**config.mk**
```make
export PLATFORM = sky130hd
export DESIGN_NAME = conv3x3_engine_flat
export DESIGN_NICKNAME = d
export VERILOG_FILES = /design/src/rtl/conv_pkg.sv /design/src/rtl/conv3x3_engine_if.sv /design/src/rtl/conv_adder_tree.sv /design/src/rtl/conv3x3_engine.sv /design/src/flat_wrapper.sv
export SDC_FILE = /design/constraint.sdc
export NUM_CORES = 2
export LEC_CHECK = 0
export BUFFER_PORTS_ARGS = -buffer_cell sky130_fd_sc_hd__buf_4
export CAP_MARGIN = 25
export CORE_ASPECT_RATIO = 1.4
export CORE_MARGIN = 5
export CORE_UTILIZATION = 45
export DETAILED_ROUTE_END_ITERATION = 10
export GPL_TIMING_DRIVEN = 0
export SYNTH_ARGS = -nofsm -noshare
export SYNTH_HDL_FRONTEND = slang
export SYNTH_SLANG_ARGS = --single-unit
```
**constraint.sdc**
```tcl
create_clock -name clk -period 11.8 [get_ports clk]
set_clock_uncertainty 0.1 [all_clocks]
set_input_delay 1.18 -clock clk [delete_from_list [all_inputs] [get_ports clk]]
set_output_delay 1.18 -clock clk [all_outputs]
set_load 0.005 [all_outputs]
```
**src/rtl/conv_pkg.sv**
```systemverilog
// Shared widths and the output clamp for the 3x3 convolution engine.
package conv_pkg;

   localparam int PIX_W   = 8;
   localparam int COEF_W  = 8;
   localparam int PROD_W  = 17;
   localparam int SUM_W   = 21;
   localparam int TAPS    = 9;
   localparam int PIX_MAX = (1 << PIX_W) - 1;

   // Clamp a signed, already-shifted sum into the unsigned pixel range.
   function automatic logic [PIX_W-1:0] clamp_pix(input logic signed [SUM_W-1:0] x);
      if (x < 0)
         return '0;
      else if (x > PIX_MAX)
         return PIX_W'(PIX_MAX);
      else
         return x[PIX_W-1:0];
   endfunction

endpackage

```
**src/rtl/conv3x3_engine_if.sv**
```systemverilog
// Window input bus (from the line buffer) and filtered pixel output stream.
interface conv_win_if;
   import conv_pkg::*;

   logic [PIX_W-1:0] win_1, win_2, win_3, win_4, win_5, win_6, win_7, win_8, win_9;
   logic             win_cond;
   logic             buf_valid;
   logic             win_ready;

   modport master (
      output win_1, win_2, win_3, win_4, win_5, win_6, win_7, win_8, win_9,
      output win_cond, buf_valid,
      input  win_ready
   );

   modport slave (
      input  win_1, win_2, win_3, win_4, win_5, win_6, win_7, win_8, win_9,
      input  win_cond, buf_valid,
      output win_ready
   );
endinterface

interface conv_pix_if;
   import conv_pkg::*;

   logic [PIX_W-1:0] out_pixel;
   logic             out_valid;
   logic             out_ready;
   logic             out_eol;
   logic             out_eof;

   modport master (output out_pixel, out_valid, out_eol, out_eof, input out_ready);
   modport slave  (input out_pixel, out_valid, out_eol, out_eof, output out_ready);
endinterface

```
**src/rtl/conv_adder_tree.sv**
```systemverilog
// Registered nine-input signed adder (S2); holds with the global pipeline enable.
module conv_adder_tree
   import conv_pkg::*;
(
   input  logic                     clk,
   input  logic                     rstb,
   input  logic                     en,
   input  logic                     in_valid,
   input  logic signed [PROD_W-1:0] prod [TAPS],
   output logic                     out_valid,
   output logic signed [SUM_W-1:0]  sum
);

   logic signed [SUM_W-1:0] total;

   // NOTE: default assignment first so no path through the block leaves total unassigned.
   always_comb begin
      total = '0;
      for (int i = 0; i < TAPS; i++)
         total = total + SUM_W'(prod[i]);
   end

   // NOTE: non-blocking assignments so every flop samples pre-edge values.
   always_ff @(posedge clk or negedge rstb) begin
      if (!rstb) begin
         out_valid <= 1'b0;
         sum       <= '0;
      end else if (en) begin
         out_valid <= in_valid;
         sum       <= total;
      end
   end

endmodule

```
**src/rtl/conv3x3_engine.sv**
```systemverilog
// 3x3 signed-kernel convolution: multiply, adder tree, shift-and-clamp, with
// a single stall enable and row/frame markers on the output stream.
module conv3x3_engine
   import conv_pkg::*;
#(
   parameter int WIDTH       = 32,
   parameter int HEIGHT      = 32,
   parameter int KERNEL_SIZE = 3,
   parameter int SHIFT       = 4
) (
   input  logic                   clk,
   input  logic                   rstb,
   conv_win_if.slave              win,
   conv_pix_if.master             pix,
   input  logic [TAPS*COEF_W-1:0] coef,
   input  logic                   start,
   output logic                   busy
);

   // Only KERNEL_SIZE == 3 is supported; the tap count follows from it.
   localparam int NT = KERNEL_SIZE * KERNEL_SIZE;
   localparam int CW = $clog2(WIDTH);
   localparam int RW = $clog2(HEIGHT);
   localparam logic [CW-1:0] COL_LAST = CW'(WIDTH - 3);
   localparam logic [RW-1:0] ROW_LAST = RW'(HEIGHT - 3);

   logic [PIX_W-1:0]         taps   [TAPS];
   logic signed [COEF_W-1:0] kernel [TAPS];
   logic signed [PROD_W-1:0] s1_prod [TAPS];
   logic                     s1_valid, s2_valid;
   logic signed [SUM_W-1:0]  s2_sum, s2_shift;
   logic [CW-1:0]            ocol;
   logic [RW-1:0]            orow;
   logic                     en, accept, fire, last_col, last_row;

   assign taps[0] = win.win_1;
   assign taps[1] = win.win_2;
   assign taps[2] = win.win_3;
   assign taps[3] = win.win_4;
   assign taps[4] = win.win_5;
   assign taps[5] = win.win_6;
   assign taps[6] = win.win_7;
   assign taps[7] = win.win_8;
   assign taps[8] = win.win_9;

   // The only stall source is a held output pixel; every stage freezes on it.
   assign en            = !(pix.out_valid && !pix.out_ready);
   assign win.win_ready = busy && en;
   assign accept        = win.buf_valid && win.win_cond && win.win_ready;
   assign fire          = pix.out_valid && pix.out_ready;
   assign last_col      = (ocol == COL_LAST);
   assign last_row      = (orow == ROW_LAST);
   assign pix.out_eol   = pix.out_valid && last_col;
   assign pix.out_eof   = pix.out_eol && last_row;

   // NOTE: the kernel and stage payloads are flops rather than a RAM, so they
   // can take a reset and out_pixel comes up defined.
   always_ff @(posedge clk or negedge rstb) begin
      if (!rstb) begin
         busy <= 1'b0;
         ocol <= '0;
         orow <= '0;
         for (int i = 0; i < NT; i++)
            kernel[i] <= '0;
      end else if (!busy && start) begin
         busy <= 1'b1;
         ocol <= '0;
         orow <= '0;
         for (int i = 0; i < NT; i++)
            kernel[i] <= $signed(coef[i*COEF_W +: COEF_W]);
      end else if (busy && fire) begin
         if (last_col) begin
            ocol <= '0;
            if (last_row) begin
               orow <= '0;
               busy <= 1'b0;
            end else begin
               orow <= orow + 1'b1;
            end
         end else begin
            ocol <= ocol + 1'b1;
         end
      end
   end

   // S1: unsigned pixel times signed coefficient, zero-extended into a signed operand.
   always_ff @(posedge clk or negedge rstb) begin
      if (!rstb) begin
         s1_valid <= 1'b0;
         for (int i = 0; i < NT; i++)
            s1_prod[i] <= '0;
      end else if (en) begin
         s1_valid <= accept;
         for (int i = 0; i < NT; i++)
            s1_prod[i] <= PROD_W'($signed({1'b0, taps[i]})) * PROD_W'(kernel[i]);
      end
   end

   conv_adder_tree u_adder_tree (
      .clk       (clk),
      .rstb      (rstb),
      .en        (en),
      .in_valid  (s1_valid),
      .prod      (s1_prod),
      .out_valid (s2_valid),
      .sum       (s2_sum)
   );

   assign s2_shift = s2_sum >>> SHIFT;

   // S3: normalise and register the output pixel.
   always_ff @(posedge clk or negedge rstb) begin
      if (!rstb) begin
         pix.out_valid <= 1'b0;
         pix.out_pixel <= '0;
      end else if (en) begin
         pix.out_valid <= s2_valid;
         pix.out_pixel <= clamp_pix(s2_shift);
      end
   end

endmodule
```
**src/flat_wrapper.sv**
```systemverilog
// flat-port wrapper written by rule: the top's interface ports become plain ports
module conv3x3_engine_flat import conv_pkg::*;
#(
   parameter int WIDTH       = 32,
   parameter int HEIGHT      = 32,
   parameter int KERNEL_SIZE = 3,
   parameter int SHIFT       = 4
)
  (clk, rstb, coef, start, busy, win_win_1, win_win_2, win_win_3, win_win_4, win_win_5, win_win_6, win_win_7, win_win_8, win_win_9, win_win_cond, win_buf_valid, win_win_ready, pix_out_pixel, pix_out_valid, pix_out_eol, pix_out_eof, pix_out_ready);
  conv_win_if win_i ();
  conv_pix_if pix_i ();
  input  logic clk;
  input  logic rstb;
  input  logic [TAPS*COEF_W-1:0] coef;
  input  logic start;
  output logic busy;
  input wire logic [$bits(win_i.win_1)-1:0] win_win_1;
  input wire logic [$bits(win_i.win_2)-1:0] win_win_2;
  input wire logic [$bits(win_i.win_3)-1:0] win_win_3;
  input wire logic [$bits(win_i.win_4)-1:0] win_win_4;
  input wire logic [$bits(win_i.win_5)-1:0] win_win_5;
  input wire logic [$bits(win_i.win_6)-1:0] win_win_6;
  input wire logic [$bits(win_i.win_7)-1:0] win_win_7;
  input wire logic [$bits(win_i.win_8)-1:0] win_win_8;
  input wire logic [$bits(win_i.win_9)-1:0] win_win_9;
  input wire logic [$bits(win_i.win_cond)-1:0] win_win_cond;
  input wire logic [$bits(win_i.buf_valid)-1:0] win_buf_valid;
  output wire logic [$bits(win_i.win_ready)-1:0] win_win_ready;
  output wire logic [$bits(pix_i.out_pixel)-1:0] pix_out_pixel;
  output wire logic [$bits(pix_i.out_valid)-1:0] pix_out_valid;
  output wire logic [$bits(pix_i.out_eol)-1:0] pix_out_eol;
  output wire logic [$bits(pix_i.out_eof)-1:0] pix_out_eof;
  input wire logic [$bits(pix_i.out_ready)-1:0] pix_out_ready;
  assign win_i.win_1 = win_win_1;
  assign win_i.win_2 = win_win_2;
  assign win_i.win_3 = win_win_3;
  assign win_i.win_4 = win_win_4;
  assign win_i.win_5 = win_win_5;
  assign win_i.win_6 = win_win_6;
  assign win_i.win_7 = win_win_7;
  assign win_i.win_8 = win_win_8;
  assign win_i.win_9 = win_win_9;
  assign win_i.win_cond = win_win_cond;
  assign win_i.buf_valid = win_buf_valid;
  assign win_win_ready = win_i.win_ready;
  assign pix_out_pixel = pix_i.out_pixel;
  assign pix_out_valid = pix_i.out_valid;
  assign pix_out_eol = pix_i.out_eol;
  assign pix_out_eof = pix_i.out_eof;
  assign pix_i.out_ready = pix_out_ready;
  conv3x3_engine #(.WIDTH(WIDTH), .HEIGHT(HEIGHT), .KERNEL_SIZE(KERNEL_SIZE), .SHIFT(SHIFT)) u_core (.clk(clk), .rstb(rstb), .win(win_i), .pix(pix_i), .coef(coef), .start(start), .busy(busy));
endmodule
```
==> impl_metrics.py <==
metrics = {
    "sta": {
        "hold_viol_final": 0,
        "setup_viol": 0,
        "worst_slew_pin_slew_ns": 1.08,
        "rsz0062_at_grt": "false",
        "tns_ns": 0,
        "finalCriticalPeriod_ns": 5.14,
        "slew_viol_final": 0,
        "maxSlewHeadroom_pct": 27.8,
        "max_freq_mhz": 195,
        "fin_crit_sh_pct": 43.6,
    },
    "detailed_routing": {
        "vias": 24100,
        "avgViaCountPerCell": 5.07,
        "drtPass1Iterations": 6,
        "antenna_left": 0,
        "totalWireLength_um": 86800,
        "drtIter0Drc": 1057,
        "remaining_drc_errors": 0,
        "drt-wirelength-per-cell_um": 18.2,
    },
    "floorplan": {
        "initial_core_util_pct": 45.5,
        "ioPinCount": 163,
        "die_area_um2": 79300,
        "core_area_um2": 72900,
        "rows": 117,
        "die_x_um": 239,
        "die_h_um": 331,
    },
    "min_path": {
        "hold_path.class": "reg2reg",
    },
    "clock_tree": {
        "cts_setup_buffers": 0,
        "cts_tree": "done",
        "cts_num_sinks": 264,
        "clkLatencyLatePin_ns": 0.60,
        "cts_buffers": 30,
        "htreeDepth": 1,
        "cts_root_buf": "clkbuf_16",
        "max-clock-path-buffers": 3,
        "post_cts_resized": 0,
        "cts-hold-fix-buffers": 0,
        "cts.clk_slew.worst_paths_ns": 0.07,
    },
    "synth": {
        "yosysSeqAreaShare_pct": 19.9,
        "synth-edff-count": 0,
        "syn_nets": 4592,
        "synthFlopType": "dfrtp_1",
        "synthArstFlopShare_pct": 100,
        "synth.top_cell.area_share_pct": 27.4,
        "yosys_warnings": 0,
        "synth_area_leaders": "fa_1 27%, dfrtp_1 20%, ha_1 15%",
        "syn_area_um2": 33200,
        "syn_area_per_cell_um2": 9.27,
        "syn_inst": 3579,
        "yosys.area.top_type": "fa_1",
        "ys_seq_elements": 264,
        "synth_cell_types": 63,
    },
    "setup_path": {
        "path_cells": "buf_4, and2_1, fa_1, inv_1, fa_1, inv_1, fa_1, inv_1, fa_1, inv_1, ha_1, or2_2, a211oi_1, o21bai_1, a31oi_1, a21oi_1, xnor2_1, a21oi_1",
        "crit_fanout": 8,
        "required_ns": 12.15,
        "cp.arrival_ns": 5.49,
        "startpoint_type": "input pin",
        "cpMaxStageDelayCell": "fa_1",
        "end_kind": "flip-flop",
        "path_class": "in2reg",
        "cpPeakStageDelay_ns": 0.53,
    },
    "grt": {
        "grt_overflow": 0,
        "grt_usage_pct": 22.4,
        "grt_max_degree": 107,
        "grt_first_pass_wirelength_um": 141000,
        "grt_pass1_vias": 26000,
        "antenna_found_initial": 2,
    },
    "final_layout": {
        "drive_above_1_share_pct": 8.07,
        "syn_to_final_growth_pct": 10.7,
        "final.fill_count": 6994,
        "final_nets": 4791,
    },
    "place": {
        "portBuffers": 162,
        "place.gp.congestion": 0.888,
        "hpwl_um": 71900,
    },
    "run_status": {
        "status": "finished clean",
    },
    "flow_run": {
        "maxCapViolCount": 0,
    },
}
## cell families after synthesis
family                     after synthesis  share of synthesized area [%]
and+or+nand+nor                       1073                           15.5
buffers and inverters                  801                           9.07
DFF                                    264                           19.9
muxes                                   66                           2.24
adders and majority gates              863                           42.8
xor gates and xnor gates                90                           2.38
AOI/OAI and AO/OA                      422                           8.05
## per-layer routing
layer	wire (um)	vias to the layer above	global-route usage, %
li1	-	11600	-
met1	34400	12000	27.2
met2	44700	407	40.3
met3	3090	136	2.04
met4	4620	0	9.66
met5	0	-	0
## path summary, 6_finish.rpt
path,end,slack (ns),startpoint,cells after the start
max in group asynchronous,u_core.kernel[21]$_DFFE_PN0P_,9.72,rstb,3
min in group asynchronous,u_core.kernel[48]$_DFFE_PN0P_,0.42,rstb,1
worst min-delay path,u_core.s1_prod[12]$_DFFE_PN0N_,0.38,u_core.s1_prod[12]$_DFFE_PN0N_,2
worst min register to register,u_core.s1_prod[12]$_DFFE_PN0N_,0.38,u_core.s1_prod[12]$_DFFE_PN0N_,2
worst max-delay path,u_core.s1_prod[66]$_DFFE_PN0N_,6.66,win_win_6[3],18
worst max register to register,u_core.s1_prod[66]$_DFFE_PN0N_,6.72,u_core.kernel[30]$_DFFE_PN0P_,18
## flip-flops by register name, indices dropped and copies added, names as in the netlist
name                           cells
u_core.pix.out_pixel               8
u_core.u_adder_tree.out_valid      1
u_core.s1_prod                   153
u_core.busy                        1
u_core.kernel                     72
u_core.s1_valid                    1
u_core.u_adder_tree.sum           17
u_core.pix.out_valid               1
u_core.ocol                        5
u_core.orow                        5
## through the flow
step,instance area [um^2],setup slack [ns],hold slack (ns),cells,util (%)
final,36700,6.66,0.380,4755,50.4
after CTS,36700,6.68,0.385,4754,50.3
after floorplan,33200,6.67,0.330,3579,-
after global placement,35600,6.04,0.360,4693,48.8
after global routing,36700,6.39,0.413,4754,50.3
after detailed placement,35700,6.05,0.365,4698,48.9
## critical path, delay by kind of cell
family          cells  cell delay, ns
xor+xnor            1            0.46
simple gates        2            0.46
fa+ha+maj           5            2.15
buf+inv             5            0.35
compound gates      5            0.88
## cells in the mapped netlist (3+ instances only)
master	instances
a211oi_1	25
a21boi_1	3
a21o_1	26
a21oi_1	127
a21oi_2	5
a22oi_1	4
a31oi_1	16
a41oi_1	5
and2_1	278
and3_1	11
buf_1	14
clkbuf_1	59
dfrtp_1	264
fa_1	454
ha_1	409
inv_1	727
mux2_2	66
nand2_1	434
nand2b_1	63
nand3_1	32
nand4_1	6
nor2_1	175
nor2b_1	16
nor3_1	30
nor3b_1	4
nor4_1	3
nor4b_1	3
o211ai_1	9
o21a_1	25
o21ai_0	102
o21ai_1	8
o21bai_1	11
o31a_1	5
o31ai_1	20
o31ai_2	4
or3_1	9
or4b_1	3
xnor2_1	45
xor2_1	45
## cell type report
class                           instances  area (um^2)  area share (%)
Clock buffer                           38          832            2.27
Timing Repair Buffer                  167         1320            3.61
Inverter                              728         2730            7.44
Tap cell                              952         1190            3.25
Clock inverter                         18          190           0.518
Multi-Input combinational cell       2514        23600            64.2
Buffer                                 73          277           0.753
Antenna cell                            1         2.50         0.00682
Sequential cell                       264         6610            18.0
## cell usage in the layout (no fill, tap or decap), types with 25 or more instances in the layout
master | synthesis | final
dfrtp_1 | 264 | 264
mux2_2 | 66 | 66
a211oi_1 | 25 | 25
xnor2_1 | 45 | 45
o21a_1 | 25 | 25
and2_1 | 278 | 278
a21oi_1 | 127 | 127
nand2b_1 | 63 | 63
clkbuf_16 | 0 | 31
buf_4 | 0 | 161
a21o_1 | 26 | 26
nand3_1 | 32 | 32
inv_1 | 727 | 727
o21ai_0 | 102 | 102
clkbuf_1 | 59 | 61
ha_1 | 409 | 409
xor2_1 | 45 | 45
nor2_1 | 175 | 175
fa_1 | 454 | 454
nor3_1 | 30 | 30
nand2_1 | 434 | 434
Power is left out: the tool's default activity adds up to more than one toggle a clock period on the data nets, which glitch-free logic cannot reach.
